**src/rtl/framebuffer_scanout.sv**
```systemverilog
// framebuffer_scanout: raster-order DRAM reader feeding a credit-controlled FWFT pixel FIFO.
// Ports: clk/rst_n (async active-low); i_enable runs scanout; o_mem_req/o_mem_addr/i_mem_gnt
// issue reads; i_mem_rvalid/i_mem_rdata return data in order; o_pix_* stream pixels with x/y,
// sof and eol under valid/ready; o_busy is high while the FSM is not idle.
// Define FB_SCANOUT_DOUBLE_BUFFER_EN to add i_front_sel and a per-frame buffer-select address MSB.
module framebuffer_scanout #(
  parameter int SCREEN_WIDTH = 640,
  parameter int SCREEN_HEIGHT = 480,
  parameter int COLOR_WIDTH = 32,
  parameter int FIFO_DEPTH = 16,
  localparam int ADDR_W = $clog2(SCREEN_WIDTH * SCREEN_HEIGHT)
) (
  input  logic                   clk,
  input  logic                   rst_n,
  input  logic                   i_enable,
`ifdef FB_SCANOUT_DOUBLE_BUFFER_EN
  input  logic                   i_front_sel,
  output logic [ADDR_W:0]        o_mem_addr,
`else
  output logic [ADDR_W-1:0]      o_mem_addr,
`endif
  output logic                   o_mem_req,
  input  logic                   i_mem_gnt,
  input  logic                   i_mem_rvalid,
  input  logic [COLOR_WIDTH-1:0] i_mem_rdata,
  output logic                   o_pix_valid,
  input  logic                   i_pix_ready,
  output logic [COLOR_WIDTH-1:0] o_pix_data,
  output logic [9:0]             o_pix_x,
  output logic [9:0]             o_pix_y,
  output logic                   o_pix_sof,
  output logic                   o_pix_eol,
  output logic                   o_busy
);
  localparam int PW = $clog2(FIFO_DEPTH);
  localparam int CW = PW + 1;
  localparam logic [ADDR_W-1:0] LAST_ADDR = ADDR_W'(SCREEN_WIDTH * SCREEN_HEIGHT - 1);
  typedef enum logic [1:0] {IDLE, FETCH, DRAIN} state_t;
  state_t state;
  logic [ADDR_W-1:0] addr;
  logic [CW-1:0] outstanding, count;
  logic [PW-1:0] wr_ptr, rd_ptr;
  logic [COLOR_WIDTH-1:0] mem [FIFO_DEPTH];
  logic [9:0] x, y;
  logic grant, push, pop, full, empty, last_x, last_y;
`ifdef FB_SCANOUT_DOUBLE_BUFFER_EN
  logic front;
  always_ff @(posedge clk or negedge rst_n) begin
    if (!rst_n) front <= 1'b0;
    else if ((state == IDLE && i_enable) || (state == DRAIN && outstanding == '0 && i_enable)) front <= i_front_sel;
  end
  always_comb o_mem_addr = {front, addr};
`else
  always_comb o_mem_addr = addr;
`endif
  // Credits count both buffered and in-flight pixels, so once a request is raised the
  // sum can only fall until it is granted: the request is never withdrawn.
  always_comb begin
    full = count == CW'(FIFO_DEPTH);
    empty = count == '0;
    o_mem_req = state == FETCH && ({1'b0, count} + {1'b0, outstanding} < (CW + 1)'(FIFO_DEPTH));
    grant = o_mem_req && i_mem_gnt;
    push = i_mem_rvalid && !full;
    pop = !empty && i_pix_ready;
    last_x = x == 10'(SCREEN_WIDTH - 1);
    last_y = y == 10'(SCREEN_HEIGHT - 1);
    o_pix_valid = !empty;
    o_pix_data = empty ? '0 : mem[rd_ptr];
    o_pix_x = x;
    o_pix_y = y;
    o_pix_sof = !empty && x == '0 && y == '0;
    o_pix_eol = !empty && last_x;
    o_busy = state != IDLE;
  end
  always_ff @(posedge clk or negedge rst_n) begin
    if (!rst_n) begin
      state <= IDLE;
      addr <= '0;
      outstanding <= '0;
      count <= '0;
      wr_ptr <= '0;
      rd_ptr <= '0;
      x <= '0;
      y <= '0;
    end else begin
      case (state)
        IDLE: if (i_enable) begin
          state <= FETCH;
          addr <= '0;
        end
        FETCH: if (grant) begin
          addr <= addr + ADDR_W'(1);
          if (addr == LAST_ADDR) state <= DRAIN;
        end
        DRAIN: if (outstanding == '0) begin
          state <= i_enable ? FETCH : IDLE;
          addr <= '0;
        end
        default: state <= IDLE;
      endcase
      outstanding <= outstanding + CW'(grant) - CW'(i_mem_rvalid);
      count <= count + CW'(push) - CW'(pop);
      wr_ptr <= wr_ptr + PW'(push);
      rd_ptr <= rd_ptr + PW'(pop);
      if (pop) begin
        x <= last_x ? '0 : x + 10'd1;
        if (last_x) y <= last_y ? '0 : y + 10'd1;
      end
    end
  end
  always_ff @(posedge clk) if (push) mem[wr_ptr] <= i_mem_rdata;
`ifndef SYNTHESIS
  assert property (@(posedge clk) disable iff (!rst_n) !(i_mem_rvalid && full));
`endif
endmodule

```
**config.mk**
```make
export PLATFORM = sky130hd
export DESIGN_NAME = framebuffer_scanout
export DESIGN_NICKNAME = d
export VERILOG_FILES = /design/src/rtl/framebuffer_scanout.sv
export SDC_FILE = /design/constraint.sdc
export NUM_CORES = 1
export LEC_CHECK = 0
export CAP_MARGIN = 20
export CORE_MARGIN = 10
export CORE_UTILIZATION = 50
export CTS_CLUSTER_SIZE = 10
export DETAILED_ROUTE_END_ITERATION = 16
export PLACE_DENSITY = 0.71
export SYNTH_ARGS = -nofsm -noshare
export SYNTH_HDL_FRONTEND = slang
export SYNTH_SLANG_ARGS = --single-unit
```
**constraint.sdc**
```tcl
create_clock -name clk -period 9.3 [get_ports clk]
set_clock_uncertainty 0.15 [all_clocks]
set_input_delay 2.325 -clock clk [delete_from_list [all_inputs] [get_ports clk]]
set_output_delay 2.325 -clock clk [all_outputs]
set_load 0.05 [all_outputs]
```
==> flow_summary.json <==
{
  "path_max_fanout": 32,
  "placed_cells": 1839,
  "end_kind": "output port",
  "antenna_found_initial": 3,
  "drc": 0,
  "final_common_cell": "edfxtp_1",
  "placed_cell_area_mm2": 0.0247,
  "ys.warnings.count": 0,
  "cts_setup_buffers": 0,
  "cap_violations": 0,
  "dp_hpwl_mm": 26.3,
  "path_class": "register to output port",
  "synthTopCellsByArea": "edfxtp_1, mux4_2, dfrtp_1",
  "syn_nets": 1218,
  "cts_root_buf": "clkbuf_16",
  "synthFlopType": "edfxtp_1",
  "drt-total-wl_mm": 47.8,
  "cts_made_buffers": 67,
  "worstPathArrival_ps": 3720,
  "clock_latency_ps": 570,
  "htreeDepth": 3,
  "post_synth_num_cell_types": 55,
  "grtUsageMet2_pct": 29.0,
  "yosysTopAreaCellShare_pct": 67.7,
  "final_nets": 1374,
  "ys_seq_elements": 571,
  "use_met3_pct": 3.39,
  "rsz0062_at_grt": "false",
  "ant_nets": 0,
  "yosysSeqAreaShare_pct": 74.2,
  "global_route.usage.met1_pct": 23.9,
  "postSynth.asyncResetShare_pct": 10.3,
  "slew_headroom_pct": 26.7,
  "die_area_mm2": 0.0544,
  "worst_hold_path_type": "register to register",
  "grt_max_degree": 130,
  "vias_per_cell": 5.93,
  "synth_area_mm2": 0.0227,
  "cts_tree": "yes",
  "grt_overflow": 0,
  "die_height_um": 233,
  "fmaxAchievable_ghz": 0.161,
  "synthCells": 1153,
  "synth_edf_count": 512,
  "timing.final.ws_setup_ps": 3100,
  "clock_path_buffers": 3,
  "clkSinkCount": 571,
  "final_cell_mix": "edfxtp_1, mux4_2, clkdlybuf4s50_1, clkbuf_16, mux2i_1",
  "setup_tns_ps": 0,
  "drt-wirelength-per-cell_um": 24.7,
  "peakVddDrop_mv": 0.286,
  "finalSetupViolCount": 0,
  "initial_core_util_pct": 50.3,
  "core_mm2": 0.0452,
  "grt_pass1_wl_mm": 72.6,
  "hold_buffers": 0,
  "first_global_vias": 11800,
  "drt-pass1-iter-count": 5,
  "p_leak_nw": 8.85,
  "post_cts_resized": 0,
  "fillers": 3280,
  "dp_worst_setup_slack_ps": 3460,
  "port_buffers": 113,
  "busiest_layer": "met2",
  "fin_area_mm2": 0.0266,
  "dr_total_vias": 11500,
  "fin_cells": 1933,
  "postLayoutCoreUtil_pct": 58.8,
  "synth_top_area_cell": "edfxtp_1",
  "track_usage_pct": 17.8,
  "cp-start-kind": "register",
  "detail_route.iter0.violations": 863,
  "critPathRequiredTime_ps": 6830,
  "maxSlewViolCount": 0,
  "fp.dieW_um": 233,
  "fin_crit_sh_pct": 66.6,
  "io_pins": 114,
  "p_per_area_mw_per_mm2": 321,
  "row_count": 78,
  "worst_slew_pin_slew_ps": 1100,
  "clkTransAtPathRegs_ps": 50,
  "status": "completed",
  "final.min_clock_period_ps": 6200,
  "hold_viol": 0,
  "drive_above_1_share_pct": 20.0,
  "syn2layout_area_growth_pct": 17.0,
  "syn_avg_cell_area_um2": 19.7,
  "globalplace.congestion": 0.819
}
==> power by group <==
group	switching [mW]	leakage [nW]	internal, mW
combinational	1.77	2.57	1.19
sequential	0.186	5.38	3.10
clock	0.914	0.902	1.36
==> through the flow <==
step / power [mW] / hold slack, ps
finish: 8.53 / 338
detailed placement: 6.34 / 324
global route: 8.91 / 347
global placement: 6.30 / 324
floorplan: 5.42 / 325
CTS: 8.63 / 341
==> kinds of logic (layout without fill, tap and decap cells) <==
logic type                 count (synthesis)  in the layout  synth area share, %
and+or+nand+nor                          157            157                 3.69
muxes                                    194            194                 15.6
adders and majority gates                 27             27                 1.55
xor gates and xnor gates                  21             21                0.809
buffers and inverters                     79            255                 1.46
DFF                                      571            571                 74.2
other                                      0              4                    0
AOI/OAI and AO/OA                        104            104                 2.71
==> final cells by class <==
cell class / count / area (µm²) / area share (%)
clock inverters: 2 / 13.8 / 0.0518
diodes: 4 / 10.0 / 0.0377
clock buffers: 87 / 1840 / 6.91
flip-flops and latches: 571 / 16900 / 63.5
well taps: 600 / 751 / 2.82
multi-input cells: 503 / 5650 / 21.3
repair buffers: 137 / 1340 / 5.04
inverters: 29 / 109 / 0.410
==> flip-flops by register name, indices dropped and copies added, names as in the netlist <==
name         flops
state            2
wr_ptr           4
count            5
o_mem_addr      19
o_pix_y         10
rd_ptr           4
o_pix_x         10
mem            512
outstanding      5
==> synth_stat cells, types with 16 or more instances <==
library cell and count:
buf_2 20, dfrtp_1 59, edfxtp_1 512, ha_1 25, inv_1 26, mux2i_1 65
mux4_2 128, nand2_1 33, nand3_1 16, nor2_1 37, o21ai_0 22, o22ai_1 34
==> worst paths after layout <==
check / start / end / slack [ps] / cells after the start
setup / recovery: count[2] / o_pix_data[19] / 3100 / 8
hold / removal: o_pix_y[9] / o_pix_y[9] / 340 / 1
setup reg to reg: count[2] / mem[2][20] / 5960 / 9
hold reg to reg: o_pix_y[9] / o_pix_y[9] / 340 / 1
max in group asynchronous: rst_n / rd_ptr[1] / 6650 / 2
min in group asynchronous: rst_n / o_mem_addr[9] / 1770 / 2
==> critical path, cell delays in order (launching register included) <==
cell             delay [ps]
dfrtp_1                 370
inv_1                    70
ha_1                    190
nor3b_1                 140
and2b_1                 220
inv_2                   120
nand2_2                 570
o22ai_1                 540
clkdlybuf4s50_1         880
==> metal layers <==
| layer | part of all wire, % | vias up |
|---|---|---|
| met5 | 0 | - |
| met4 | 2.2 | 0 |
| met3 | 6.5 | 88 |
| met2 | 50 | 402 |
| met1 | 41 | 5982 |
| li1 | - | 4994 |
Note: power is estimated with default switching activity, not from simulation.
